$ cat src/rtl/noc_pkg.sv
// Shared definitions for the NoC flit receiver: flit field layout, flit and
// receive-entry payload structs, FSM state encoding, and flit pack/unpack helpers.
package noc_pkg;

    localparam int unsigned FLIT_W   = 13;
    localparam int unsigned DEST_W   = 2;
    localparam int unsigned DATA_W   = 8;
    localparam int unsigned ENTRY_W  = 13;

    localparam int unsigned DEST_MSB = 12;
    localparam int unsigned DEST_LSB = 11;
    localparam int unsigned TYPE_MSB = 10;
    localparam int unsigned TYPE_LSB = 9;
    localparam int unsigned PAY_MSB  = 8;
    localparam int unsigned PAY_LSB  = 1;
    localparam int unsigned EOP_BIT  = 0;

    typedef enum logic [1:0] {
        DATA = 2'b00,
        HEAD = 2'b01,
        CTRL = 2'b10,
        RSVD = 2'b11
    } pkt_type_e;

    typedef enum logic [1:0] {
        IDLE  = 2'b00,
        BURST = 2'b01,
        DROP  = 2'b10
    } rx_state_e;

    typedef struct packed {
        logic [DEST_W-1:0] dest;
        pkt_type_e         package_type;
        logic [DATA_W-1:0] payload;
        logic              eop;
    } packet_t;

    typedef struct packed {
        logic [DEST_W-1:0] dest;
        logic [DATA_W-1:0] data;
        logic              sop;
        logic              eop;
        logic              err;
    } rx_entry_t;

    function automatic logic [FLIT_W-1:0] pack_flit(input packet_t p);
        logic [FLIT_W-1:0] f;
        f                    = '0;
        f[DEST_MSB:DEST_LSB] = p.dest;
        f[TYPE_MSB:TYPE_LSB] = p.package_type;
        f[PAY_MSB:PAY_LSB]   = p.payload;
        f[EOP_BIT]           = p.eop;
        return f;
    endfunction

    function automatic packet_t unpack_flit(input logic [FLIT_W-1:0] f);
        packet_t p;
        p.dest         = f[DEST_MSB:DEST_LSB];
        p.package_type = pkt_type_e'(f[TYPE_MSB:TYPE_LSB]);
        p.payload      = f[PAY_MSB:PAY_LSB];
        p.eop          = f[EOP_BIT];
        return p;
    endfunction

endpackage

$ cat src/rtl/noc_flit_receiver_if.sv
// Flit input link and byte output stream of the receiver.
// master: flit source / byte sink side; slave: the receiver itself.
interface noc_flit_receiver_if;
    import noc_pkg::*;

    logic              in_valid;
    logic              in_ready;
    logic [FLIT_W-1:0] in_flit;
    logic              out_valid;
    logic              out_ready;
    logic [DEST_W-1:0] out_dest;
    logic [DATA_W-1:0] out_data;
    logic              out_sop;
    logic              out_eop;
    logic              out_err;

    modport master (
        output in_valid, in_flit, out_ready,
        input  in_ready, out_valid, out_dest, out_data, out_sop, out_eop, out_err
    );

    modport slave (
        input  in_valid, in_flit, out_ready,
        output in_ready, out_valid, out_dest, out_data, out_sop, out_eop, out_err
    );

endinterface

$ cat src/rtl/noc_rx_fifo.sv
// Synchronous FIFO with registered full/empty flags.
// Ports: clk, reset_n (async active-low), push/push_data, pop/pop_data (head), full, empty.
// Flags are computed from the next occupancy, so pop has no combinational path to full.
module noc_rx_fifo #(
    parameter int unsigned WIDTH = 13,
    parameter int unsigned DEPTH = 4
) (
    input  logic             clk,
    input  logic             reset_n,
    input  logic             push,
    input  logic [WIDTH-1:0] push_data,
    input  logic             pop,
    output logic [WIDTH-1:0] pop_data,
    output logic             full,
    output logic             empty
);

    localparam int unsigned AW = $clog2(DEPTH);
    localparam int unsigned CW = AW + 1;

    logic [WIDTH-1:0] mem [DEPTH];
    logic [AW-1:0]    wr_ptr;
    logic [AW-1:0]    rd_ptr;
    logic [CW-1:0]    count;
    logic [CW-1:0]    count_nxt;
    logic             do_push;
    logic             do_pop;

    assign do_push  = push & ~full;
    assign do_pop   = pop & ~empty;
    assign pop_data = mem[rd_ptr];

    always_comb begin
        count_nxt = count + CW'(do_push) - CW'(do_pop);
    end

    // Pointers, occupancy and flags
    always_ff @(posedge clk or negedge reset_n) begin
        if (!reset_n) begin
            wr_ptr <= '0;
            rd_ptr <= '0;
            count  <= '0;
            full   <= 1'b0;
            empty  <= 1'b1;
        end else begin
            if (do_push) wr_ptr <= wr_ptr + AW'(1);
            if (do_pop)  rd_ptr <= rd_ptr + AW'(1);
            count <= count_nxt;
            full  <= (count_nxt == CW'(DEPTH));
            empty <= (count_nxt == '0);
        end
    end

    // Storage array; contents are don't-care until written
    always_ff @(posedge clk) begin
        if (do_push) mem[wr_ptr] <= push_data;
    end

endmodule

$ cat src/rtl/noc_flit_receiver.sv
// NoC flit receiver: decodes flits, enforces message framing and node filtering,
// and buffers accepted bytes into a sop/eop/err-marked byte stream.
// Ports: clk, reset_n (async active-low), bus (flit in / byte out, slave side),
// ctrl_valid/ctrl_data (control flit side channel), msg_count, err_count.
module noc_flit_receiver
    import noc_pkg::*;
#(
    parameter logic [1:0]  NODE_ID    = 2'b01,
    parameter int unsigned FIFO_DEPTH = 4,
    parameter int unsigned MAX_LEN    = 8
) (
    input  logic                clk,
    input  logic                reset_n,
    noc_flit_receiver_if.slave  bus,
    output logic                ctrl_valid,
    output logic [DATA_W-1:0]   ctrl_data,
    output logic [15:0]         msg_count,
    output logic [7:0]          err_count
);

    localparam int unsigned BEAT_W = $clog2(MAX_LEN + 1);

    rx_state_e       state, state_nxt;
    logic [BEAT_W-1:0] beat, beat_nxt;
    packet_t         pkt;
    rx_entry_t       push_entry;
    rx_entry_t       head;
    logic            accept;
    logic            dest_hit;
    logic            push;
    logic            msg_inc;
    logic            err_inc;
    logic            ctrl_hit;
    logic            fifo_full;
    logic            fifo_empty;

    assign bus.in_ready = ~fifo_full;
    assign accept       = bus.in_valid & ~fifo_full;
    assign pkt          = unpack_flit(bus.in_flit);
    assign dest_hit     = (pkt.dest == NODE_ID);

    // Flit decode: next state, FIFO push and counter events
    always_comb begin
        state_nxt  = state;
        beat_nxt   = beat;
        push       = 1'b0;
        push_entry = '0;
        msg_inc    = 1'b0;
        err_inc    = 1'b0;
        ctrl_hit   = 1'b0;
        if (accept) begin
            case (state)
                IDLE: begin
                    if (!dest_hit) begin
                        if (!pkt.eop) state_nxt = DROP;
                    end else begin
                        case (pkt.package_type)
                            DATA, HEAD: begin
                                push            = 1'b1;
                                push_entry.dest = pkt.dest;
                                push_entry.data = pkt.payload;
                                push_entry.sop  = 1'b1;
                                if (pkt.eop) begin
                                    push_entry.eop = 1'b1;
                                    msg_inc        = 1'b1;
                                end else if (pkt.package_type == HEAD) begin
                                    beat_nxt  = BEAT_W'(1);
                                    state_nxt = BURST;
                                end else begin
                                    // Unterminated lone DATA flit closes itself as an error
                                    push_entry.eop = 1'b1;
                                    push_entry.err = 1'b1;
                                    err_inc        = 1'b1;
                                    state_nxt      = DROP;
                                end
                            end
                            CTRL: begin
                                if (pkt.eop) begin
                                    ctrl_hit = 1'b1;
                                end else begin
                                    err_inc   = 1'b1;
                                    state_nxt = DROP;
                                end
                            end
                            default: begin
                                err_inc = 1'b1;
                                if (!pkt.eop) state_nxt = DROP;
                            end
                        endcase
                    end
                end
                BURST: begin
                    push = 1'b1;
                    // Last legal beat must carry eop, otherwise the message is too long
                    if (dest_hit && pkt.package_type == DATA &&
                        (beat < BEAT_W'(MAX_LEN - 1) || pkt.eop)) begin
                        push_entry.dest = pkt.dest;
                        push_entry.data = pkt.payload;
                        push_entry.eop  = pkt.eop;
                        beat_nxt        = beat + BEAT_W'(1);
                        if (pkt.eop) begin
                            msg_inc   = 1'b1;
                            state_nxt = IDLE;
                        end
                    end else begin
                        push_entry.dest = NODE_ID;
                        push_entry.eop  = 1'b1;
                        push_entry.err  = 1'b1;
                        err_inc         = 1'b1;
                        state_nxt       = pkt.eop ? IDLE : DROP;
                    end
                end
                DROP: begin
                    if (pkt.eop) state_nxt = IDLE;
                end
                default: state_nxt = IDLE;
            endcase
        end
    end

    // State, beat counter, control side register and status counters
    always_ff @(posedge clk or negedge reset_n) begin
        if (!reset_n) begin
            state      <= IDLE;
            beat       <= '0;
            ctrl_valid <= 1'b0;
            ctrl_data  <= '0;
            msg_count  <= '0;
            err_count  <= '0;
        end else begin
            state      <= state_nxt;
            beat       <= beat_nxt;
            ctrl_valid <= ctrl_hit;
            if (ctrl_hit) ctrl_data <= pkt.payload;
            msg_count  <= msg_count + 16'(msg_inc);
            if (err_inc && err_count != 8'hFF) err_count <= err_count + 8'd1;
        end
    end

    noc_rx_fifo #(
        .WIDTH (ENTRY_W),
        .DEPTH (FIFO_DEPTH)
    ) u_fifo (
        .clk       (clk),
        .reset_n   (reset_n),
        .push      (push),
        .push_data (push_entry),
        .pop       (bus.out_ready),
        .pop_data  (head),
        .full      (fifo_full),
        .empty     (fifo_empty)
    );

    // Head entry onto the output stream, zeroed while empty
    always_comb begin
        bus.out_valid = ~fifo_empty;
        bus.out_dest  = '0;
        bus.out_data  = '0;
        bus.out_sop   = 1'b0;
        bus.out_eop   = 1'b0;
        bus.out_err   = 1'b0;
        if (!fifo_empty) begin
            bus.out_dest = head.dest;
            bus.out_data = head.data;
            bus.out_sop  = head.sop;
            bus.out_eop  = head.eop;
            bus.out_err  = head.err;
        end
    end

endmodule

$ cat src/flat_wrapper.sv
// flat-port wrapper written by rule: the top's interface ports become plain ports
module noc_flit_receiver_flat import noc_pkg::*;
#(
    parameter logic [1:0]  NODE_ID    = 2'b01,
    parameter int unsigned FIFO_DEPTH = 4,
    parameter int unsigned MAX_LEN    = 8
)
  (clk, reset_n, ctrl_valid, ctrl_data, msg_count, err_count, bus_in_valid, bus_in_flit, bus_out_ready, bus_in_ready, bus_out_valid, bus_out_dest, bus_out_data, bus_out_sop, bus_out_eop, bus_out_err);
  noc_flit_receiver_if bus_i ();
  input  logic clk;
  input  logic reset_n;
  output logic ctrl_valid;
  output logic [DATA_W-1:0] ctrl_data;
  output logic [15:0] msg_count;
  output logic [7:0] err_count;
  input wire logic [$bits(bus_i.in_valid)-1:0] bus_in_valid;
  input wire logic [$bits(bus_i.in_flit)-1:0] bus_in_flit;
  input wire logic [$bits(bus_i.out_ready)-1:0] bus_out_ready;
  output wire logic [$bits(bus_i.in_ready)-1:0] bus_in_ready;
  output wire logic [$bits(bus_i.out_valid)-1:0] bus_out_valid;
  output wire logic [$bits(bus_i.out_dest)-1:0] bus_out_dest;
  output wire logic [$bits(bus_i.out_data)-1:0] bus_out_data;
  output wire logic [$bits(bus_i.out_sop)-1:0] bus_out_sop;
  output wire logic [$bits(bus_i.out_eop)-1:0] bus_out_eop;
  output wire logic [$bits(bus_i.out_err)-1:0] bus_out_err;
  assign bus_i.in_valid = bus_in_valid;
  assign bus_i.in_flit = bus_in_flit;
  assign bus_i.out_ready = bus_out_ready;
  assign bus_in_ready = bus_i.in_ready;
  assign bus_out_valid = bus_i.out_valid;
  assign bus_out_dest = bus_i.out_dest;
  assign bus_out_data = bus_i.out_data;
  assign bus_out_sop = bus_i.out_sop;
  assign bus_out_eop = bus_i.out_eop;
  assign bus_out_err = bus_i.out_err;
  noc_flit_receiver #(.NODE_ID(NODE_ID), .FIFO_DEPTH(FIFO_DEPTH), .MAX_LEN(MAX_LEN)) u_core (.clk(clk), .reset_n(reset_n), .bus(bus_i), .ctrl_valid(ctrl_valid), .ctrl_data(ctrl_data), .msg_count(msg_count), .err_count(err_count));
endmodule
$ cat config.mk
export PLATFORM = sky130hd
export DESIGN_NAME = noc_flit_receiver_flat
export DESIGN_NICKNAME = d
export VERILOG_FILES = /design/src/rtl/noc_pkg.sv /design/src/rtl/noc_flit_receiver_if.sv /design/src/rtl/noc_rx_fifo.sv /design/src/rtl/noc_flit_receiver.sv /design/src/flat_wrapper.sv
export SDC_FILE = /design/constraint.sdc
export NUM_CORES = 1
export LEC_CHECK = 0
export CAP_MARGIN = 15
export CORE_ASPECT_RATIO = 0.75
export CORE_UTILIZATION = 30
export DETAILED_ROUTE_END_ITERATION = 7
export REMOVE_ABC_BUFFERS = 1
export SLEW_MARGIN = 20
export SYNTH_ARGS = -nofsm -noshare
export SYNTH_HDL_FRONTEND = slang
export SYNTH_HIERARCHICAL = 1
export SYNTH_SLANG_ARGS = --single-unit
$ cat constraint.sdc
create_clock -name clk -period 3.55 [get_ports clk]
set_input_delay 0.355 -clock clk [delete_from_list [all_inputs] [get_ports clk]]
set_output_delay 0.355 -clock clk [all_outputs]
set_load 0.1 [all_outputs]
==> impl_metrics.json, run 1 <==
{
  "outcome": "completed",
  "tns_ns": 0,
  "combPwrFrac": 0.436,
  "drc": 0,
  "yosysMostFrequentCell": "edfxtp_1",
  "r2r_cells": 12,
  "h-tree-depth": 3,
  "ctsLongestPathBuffers": 2,
  "power_density_mw_per_mm2": 777.0,
  "pre_cts_ws_ns": 0.2841,
  "hold_viol_final": 0,
  "yosys_register_bits": 100,
  "grt_pass1_wl_um": 13730,
  "fin_ws_ns": 0.6199,
  "cts.sinks": 100,
  "hp-class": "reg -> reg",
  "fillers": 1417,
  "rsz0062_at_grt": "no",
  "ys_top_cells_by_area": "edfxtp_1 35%, dfrtp_1 27%, mux4_2 4.1%",
  "synth_edf_count": 52,
  "fin_skew_ns": 0.005974,
  "drt-total-wl_um": 8448,
  "hold_slack_ns": 0.4869,
  "avgSynthCellArea_um2": 14.88,
  "maxCapViolations": 0,
  "io_buffers": 64,
  "dp.cells": 560,
  "grt_busiest_layer": "met2",
  "antenna_found_initial": 0,
  "die_area_mm2": 0.01528,
  "clock_latency_ns": 0.33,
  "die_h_um": 107.3,
  "setup_viol": 0,
  "worstHoldPathCells": 1,
  "stdcell_area_mm2": 0.005555,
  "synthTopCellsByCount": "52 x edfxtp_1, 47 x dfrtp_1, 19 x nor2b_1",
  "synth-async-reset-ratio": 0.4800,
  "fp.dieW_um": 142.4,
  "path_class": "in -> reg",
  "synth-seq-area-share": 0.6231,
  "worst-path-max-fanout": 4,
  "min_from": "u_core/msg_count[15]",
  "yosys_warnings": 6,
  "cts_tree": "built",
  "grt_overflow": 0,
  "io_pins": 65,
  "min_to": "u_core/msg_count[15]",
  "placed_area_mm2": 0.005265,
  "grt_pass1_vias": 2637,
  "vias": 2588,
  "core_area_mm2": 0.01445,
  "post_drt_wl_per_cell_um": 14.64,
  "utilization": 0.3843,
  "drtAntennaViolNets": 0,
  "path_clk_slew_ns": 0.07,
  "synth.distinct_cells": 51,
  "fin_crit_ns": 2.930,
  "diodes": 0,
  "r2r-end": "u_core/u_fifo/full",
  "drt-initial-drc-count": 106,
  "critPathLaunchType": "primary input",
  "clockRootBuffer": "clkbuf_16",
  "yosysTopAreaCell": "edfxtp_1",
  "slew_viol_final": 0,
  "row_count": 38,
  "p_clk_frac": 0.210,
  "p_seq_frac": 0.353,
  "peakVddDrop_mv": 0.3698,
  "dp_hpwl_um": 5906,
  "syn2layout_area_growth_pct": 25.25,
  "cp.arrival_ns": 3.17,
  "fin_total_pwr_mw": 4.316,
  "synthCells": 298,
  "post_drt_via_cell_ratio": 4.485,
  "tightest_slew_ns": 0.9966,
  "grtUsageMet2": 0.1835,
  "grt_max_degree": 29,
  "ff2ff_setup_slack_ns": 0.76,
  "max_slew_margin": 0.3335,
  "fin_cells": 577,
  "grt_use_met3": 0.03514,
  "place_congestion": 0.8423,
  "yosys_most_used_dff": "edfxtp_1",
  "p_sw_frac": 0.4468,
  "r2r_start": "u_core/u_fifo/full",
  "start_util": 0.3069,
  "num-nets-final": 400,
  "drive_above_1_share": 0.1592,
  "synth_area_mm2": 0.004436,
  "drt-pass1-iter-count": 4,
  "endpoint_kind": "flop",
  "power_switching_mw": 1.929,
  "grtUsageTotal": 0.1204,
  "synth_top_area_frac": 0.3520,
  "required_ns": 3.79,
  "power.leakage_nw": 2.220,
  "max_freq_ghz": 0.3413,
  "post-route-period-util": 0.8254,
  "grt_util_met1": 0.1582,
  "p_int_mw": 2.388,
  "numCtsBuffers": 9
}
[registers in the layout (all words and copies together) (netlist names), 2 cells and up]
register and cells:
u_core/u_fifo/mem 52, u_core/ctrl_data 8, u_core/err_count 8, u_core/state 2, u_core/u_fifo/wr_ptr 2, u_core/u_fifo/rd_ptr 2, u_core/u_fifo/count 3, u_core/beat 4
u_core/msg_count 16
[how the worst max path moves through the flow]
| stage | start | endpoint | slack [ns] | cells past startpoint |
|---|---|---|---|---|
| finish | bus_in_flit[11] | u_core/u_fifo/full | 0.62 | 13 |
| CTS | bus_in_flit[11] | u_core/u_fifo/full | 0.63 | 13 |
| global route | bus_in_flit[11] | u_core/u_fifo/full | 0.43 | 13 |
| global placement | bus_in_flit[11] | u_core/u_fifo/full | 0.44 | 13 |
| detailed placement | bus_in_flit[11] | u_core/u_fifo/full | 0.28 | 13 |
| floorplan | u_core/u_fifo/full | u_core/u_fifo/full | 0.72 | 12 |
[final cells by class]
| type | instances | area, µm² | area share |
|---|---|---|---|
| clock buffers | 11 | 242.7 | 0.04369 |
| well taps | 200 | 250.2 | 0.04505 |
| flip-flops and latches | 100 | 2764 | 0.4975 |
| clock inverters | 5 | 37.54 | 0.006757 |
| inverters | 11 | 41.29 | 0.007432 |
| repair buffers | 70 | 650.6 | 0.1171 |
| multi-input cells | 180 | 1569 | 0.2824 |
[cell usage in the layout, fill, tap and decap left out, types with 5 or more instances in the layout]
master,synthesis,routed
nand2_1,12,12
clkdlybuf4s50_1,0,50
and2_1,13,13
o21ai_0,5,5
nand3_1,11,11
edfxtp_1,52,52
ha_1,10,10
xnor2_1,15,15
buf_4,0,18
nor2b_1,19,19
mux2_2,7,7
nor2_1,6,6
inv_1,11,11
xor2_1,9,9
a21oi_1,10,10
clkbuf_16,0,9
mux4_2,8,8
dfrtp_1,47,47
mux4_1,5,5
[critical path, stage by stage]
cell	delay (ns)
clkdlybuf4s50_1	0.48
nor2b_1	0.27
nand2b_1	0.16
a21oi_1	0.16
nor2b_1	0.20
inv_1	0.06
ha_1	0.28
inv_1	0.05
ha_1	0.12
inv_1	0.04
fa_1	0.36
xor3_1	0.43
nor3b_1	0.20
[power groups by stage]
stage	clock, mW	combinational (mW)	sequential (mW)
6_report	0.908	1.88	1.53
5_1_grt	0.992	1.97	1.56
2_1_floorplan	0	1.10	1.91
3_3_place_gp	0	1.88	1.56
3_5_place_dp	0	1.90	1.56
4_1_cts	0.948	1.90	1.54
[timing repair]
item                                   in CTS  in global routing
gates resized for setup                     0                  0
setup buffers                               0                  0
endpoints found under the hold margin      20                  0
hold buffers                                1                  0
[routing by layer]
layer / vias to the layer above / wire length (µm)
met5: - / 0
met4: 0 / 221
met3: 11 / 431
met2: 75 / 3740
met1: 1270 / 4055
li1: 1232 / -
[cells by family after synthesis]
group,Yosys count,share of synthesized area
fa+ha+maj,11,0.03272
compound gates,27,0.04006
other cells,1,0.0008455
flops,100,0.6231
buf+inv,21,0.02567
mux,23,0.09647
xor+xnor,25,0.05275
simple gates,90,0.1284
(Power assumes the default switching activity.)
==> inputs of run 2 (changes only) <==
==> constraint.sdc (replaced) <==
create_clock -name clk -period 2.4 [get_ports clk]
set_input_delay 0.24 -clock clk [delete_from_list [all_inputs] [get_ports clk]]
set_output_delay 0.24 -clock clk [all_outputs]
set_load 0.1 [all_outputs]
==> run 2 against run 1 <==
The flow now finishes with violations (design-rule violations, negative setup slack); total power is 61% higher; first-iteration DRC count is 47% higher; sequential cell count stayed put; sequential share of layout area is 3.4 points lower; register-to-register slack worse by 0.80 ns; hold slack worse by 0.015 ns; non-clock buffer count is 34 higher; final area is 7.4% higher; cell count is 5.9% higher; clock skew is 0.0013 ns higher; combinational power is 80% higher; largest cell class unchanged; highest routed layer unchanged.
==> impl_metrics.json, run 2 (synthesis results as in run 1) <==
{
  "outcome": "finished with violations",
  "violations": "design-rule violations, negative setup slack",
  "path_class": "reg -> reg",
  "setup_viol": 1,
  "fin_skew_ns": 0.007259,
  "num-nets-final": 434,
  "required_ns": 2.63,
  "core_area_mm2": 0.01445,
  "io_pins": 65,
  "critPathLaunchType": "flop",
  "tightest_slew_ns": 0.6835,
  "worst-path-max-fanout": 3,
  "post_drt_wl_per_cell_um": 14.71,
  "place_congestion": 0.8308,
  "path_clk_slew_ns": 0.07,
  "cp.arrival_ns": 2.66,
  "reg.largest.list": "u_core/u_fifo/mem (52), u_core/msg_count (16)",
  "vias": 2807,
  "drtAntennaViolNets": 0,
  "fin_ws_ns": -0.03676,
  "endpoint_kind": "flop",
  "io_buffers": 64,
  "regMostFlops": "u_core/u_fifo/mem",
  "syn2layout_area_growth_pct": 34.56,
  "largest_reg_flops": 52,
  "power_density_mw_per_mm2": 1168,
  "maxCapViolations": 0,
  "grtUsageTotal": 0.1251,
  "drt-total-wl_um": 8990,
  "clockRootBuffer": "clkbuf_16",
  "dp_hpwl_um": 6417,
  "grt_pass1_vias": 2769,
  "fin_cells": 611,
  "dp.cells": 589,
  "antenna_found_initial": 0,
  "final_common_cell": "buf_4",
  "fp.dieW_um": 142.4,
  "hold_viol_final": 0,
  "ctsLongestPathBuffers": 2,
  "grt_overflow": 0,
  "numCtsBuffers": 9,
  "rsz0062_at_grt": "yes",
  "hp-class": "in -> async",
  "placed_area_mm2": 0.005558,
  "drt-initial-drc-count": 156,
  "die_area_mm2": 0.01528,
  "drive_above_1_share": 0.3455,
  "slew_viol_final": 0,
  "cts_tree": "built",
  "die_h_um": 107.3,
  "post_drt_via_cell_ratio": 4.594,
  "stdcell_area_mm2": 0.005968,
  "start_util": 0.3069,
  "cts.sinks": 100,
  "drt-pass1-iter-count": 7,
  "grt_pass1_wl_um": 14230,
  "max_slew_margin": 0.5443,
  "h-tree-depth": 3,
  "grt_max_degree": 31,
  "power.leakage_nw": 2.536,
  "drc": 1,
  "clock_latency_ns": 0.34,
  "diodes": 0,
  "mostFrequentLayoutCells": "74 x buf_4, 52 x edfxtp_1, 47 x dfrtp_1",
  "row_count": 38,
  "fin_crit_ns": 2.437,
  "post-route-period-util": 1.015,
  "peakVddDrop_mv": 0.5634,
  "max_freq_ghz": 0.4104
}
==> run 2: cell types whose count changed in the layout (fill, tap and decap cells not counted), sizes merged <==
cell and change:
buf +69, clkinv +1, clkbuf -2, bufinv +1
clkdlybuf4s50 -36, dlymetal6s2s +1
==> run 2: per-layer routing <==
metal  routed length [µm]  vias to the layer above  track usage
met1                 4094                     1408       0.1593
met5                    0                        -            0
met3                  459                        9      0.03470
li1                     -                     1300            -
met4                  123                        0      0.04992
met2                 4314                       90       0.2017
==> run 2: layout make-up <==
cell class                 instances  area (µm²)
sequential                       100        2764
tap                              200       250.2
clock inverter                     7       76.32
fill                            1357        8486
clock buffer                       9       225.2
timing repair buffer             104       983.4
multi-input combinational        180        1628
inverter                          11       41.29
==> run 2: timing repair <==
action,CTS,global route
setup buffers,2,3
hold buffers,1,0
hold endpoints to repair,27,0
pin swaps,2,4
setup endpoints to repair,3,3
gates resized for setup,4,12
==> run 2: power by group <==
part	switching, mW	leakage [nW]	internal, mW
Clock	0.629	0.142	0.813
Sequential	0.137	1.12	2.00
Combinational	2.22	1.27	1.17
Total	2.99	2.54	3.98
==> run 2: final timing paths <==
path,start,end,slack [ns],depth (start not counted)
worst max register to register,u_core/u_fifo/full,u_core/u_fifo/full,-0.04,12
worst min-delay path,reset_n,u_core/msg_count[6],0.47,2
worst max-delay path,u_core/u_fifo/full,u_core/u_fifo/full,-0.04,12
min in group clk,u_core/msg_count[15],u_core/msg_count[15],0.48,1
worst min register to register,u_core/msg_count[15],u_core/msg_count[15],0.48,1
max in group asynchronous,reset_n,u_core/beat[3],1.31,3
==> run 2: through the flow <==
stage | TNS, ns | hold slack, ns | power [mW] | util | setup WS [ns]
final | -0.03676 | 0.4717 | 6.968 | 0.4129 | -0.03676
after CTS | 0 | 0.4845 | 6.992 | 0.4080 | 0.004135
after global routing | -0.2740 | 0.5048 | 7.275 | 0.4129 | -0.1713
after detailed placement | -2.200 | 0.3219 | 5.511 | 0.3845 | -0.5962
after floorplan | -4.641 | -0.05559 | 4.445 | - | -0.4254
after global placement | -1.564 | 0.3202 | 5.481 | 0.3845 | -0.4442
==> run 2: worst max-delay path, stage by stage, from the launching register on <==
cell	delay, ns
dfrtp_1	0.40
nor2b_2	0.14
nand2b_1	0.09
a21oi_2	0.12
nor2b_4	0.17
inv_2	0.05
ha_4	0.20
inv_2	0.06
ha_4	0.12
inv_2	0.04
fa_2	0.35
xor3_1	0.40
nor3b_2	0.17
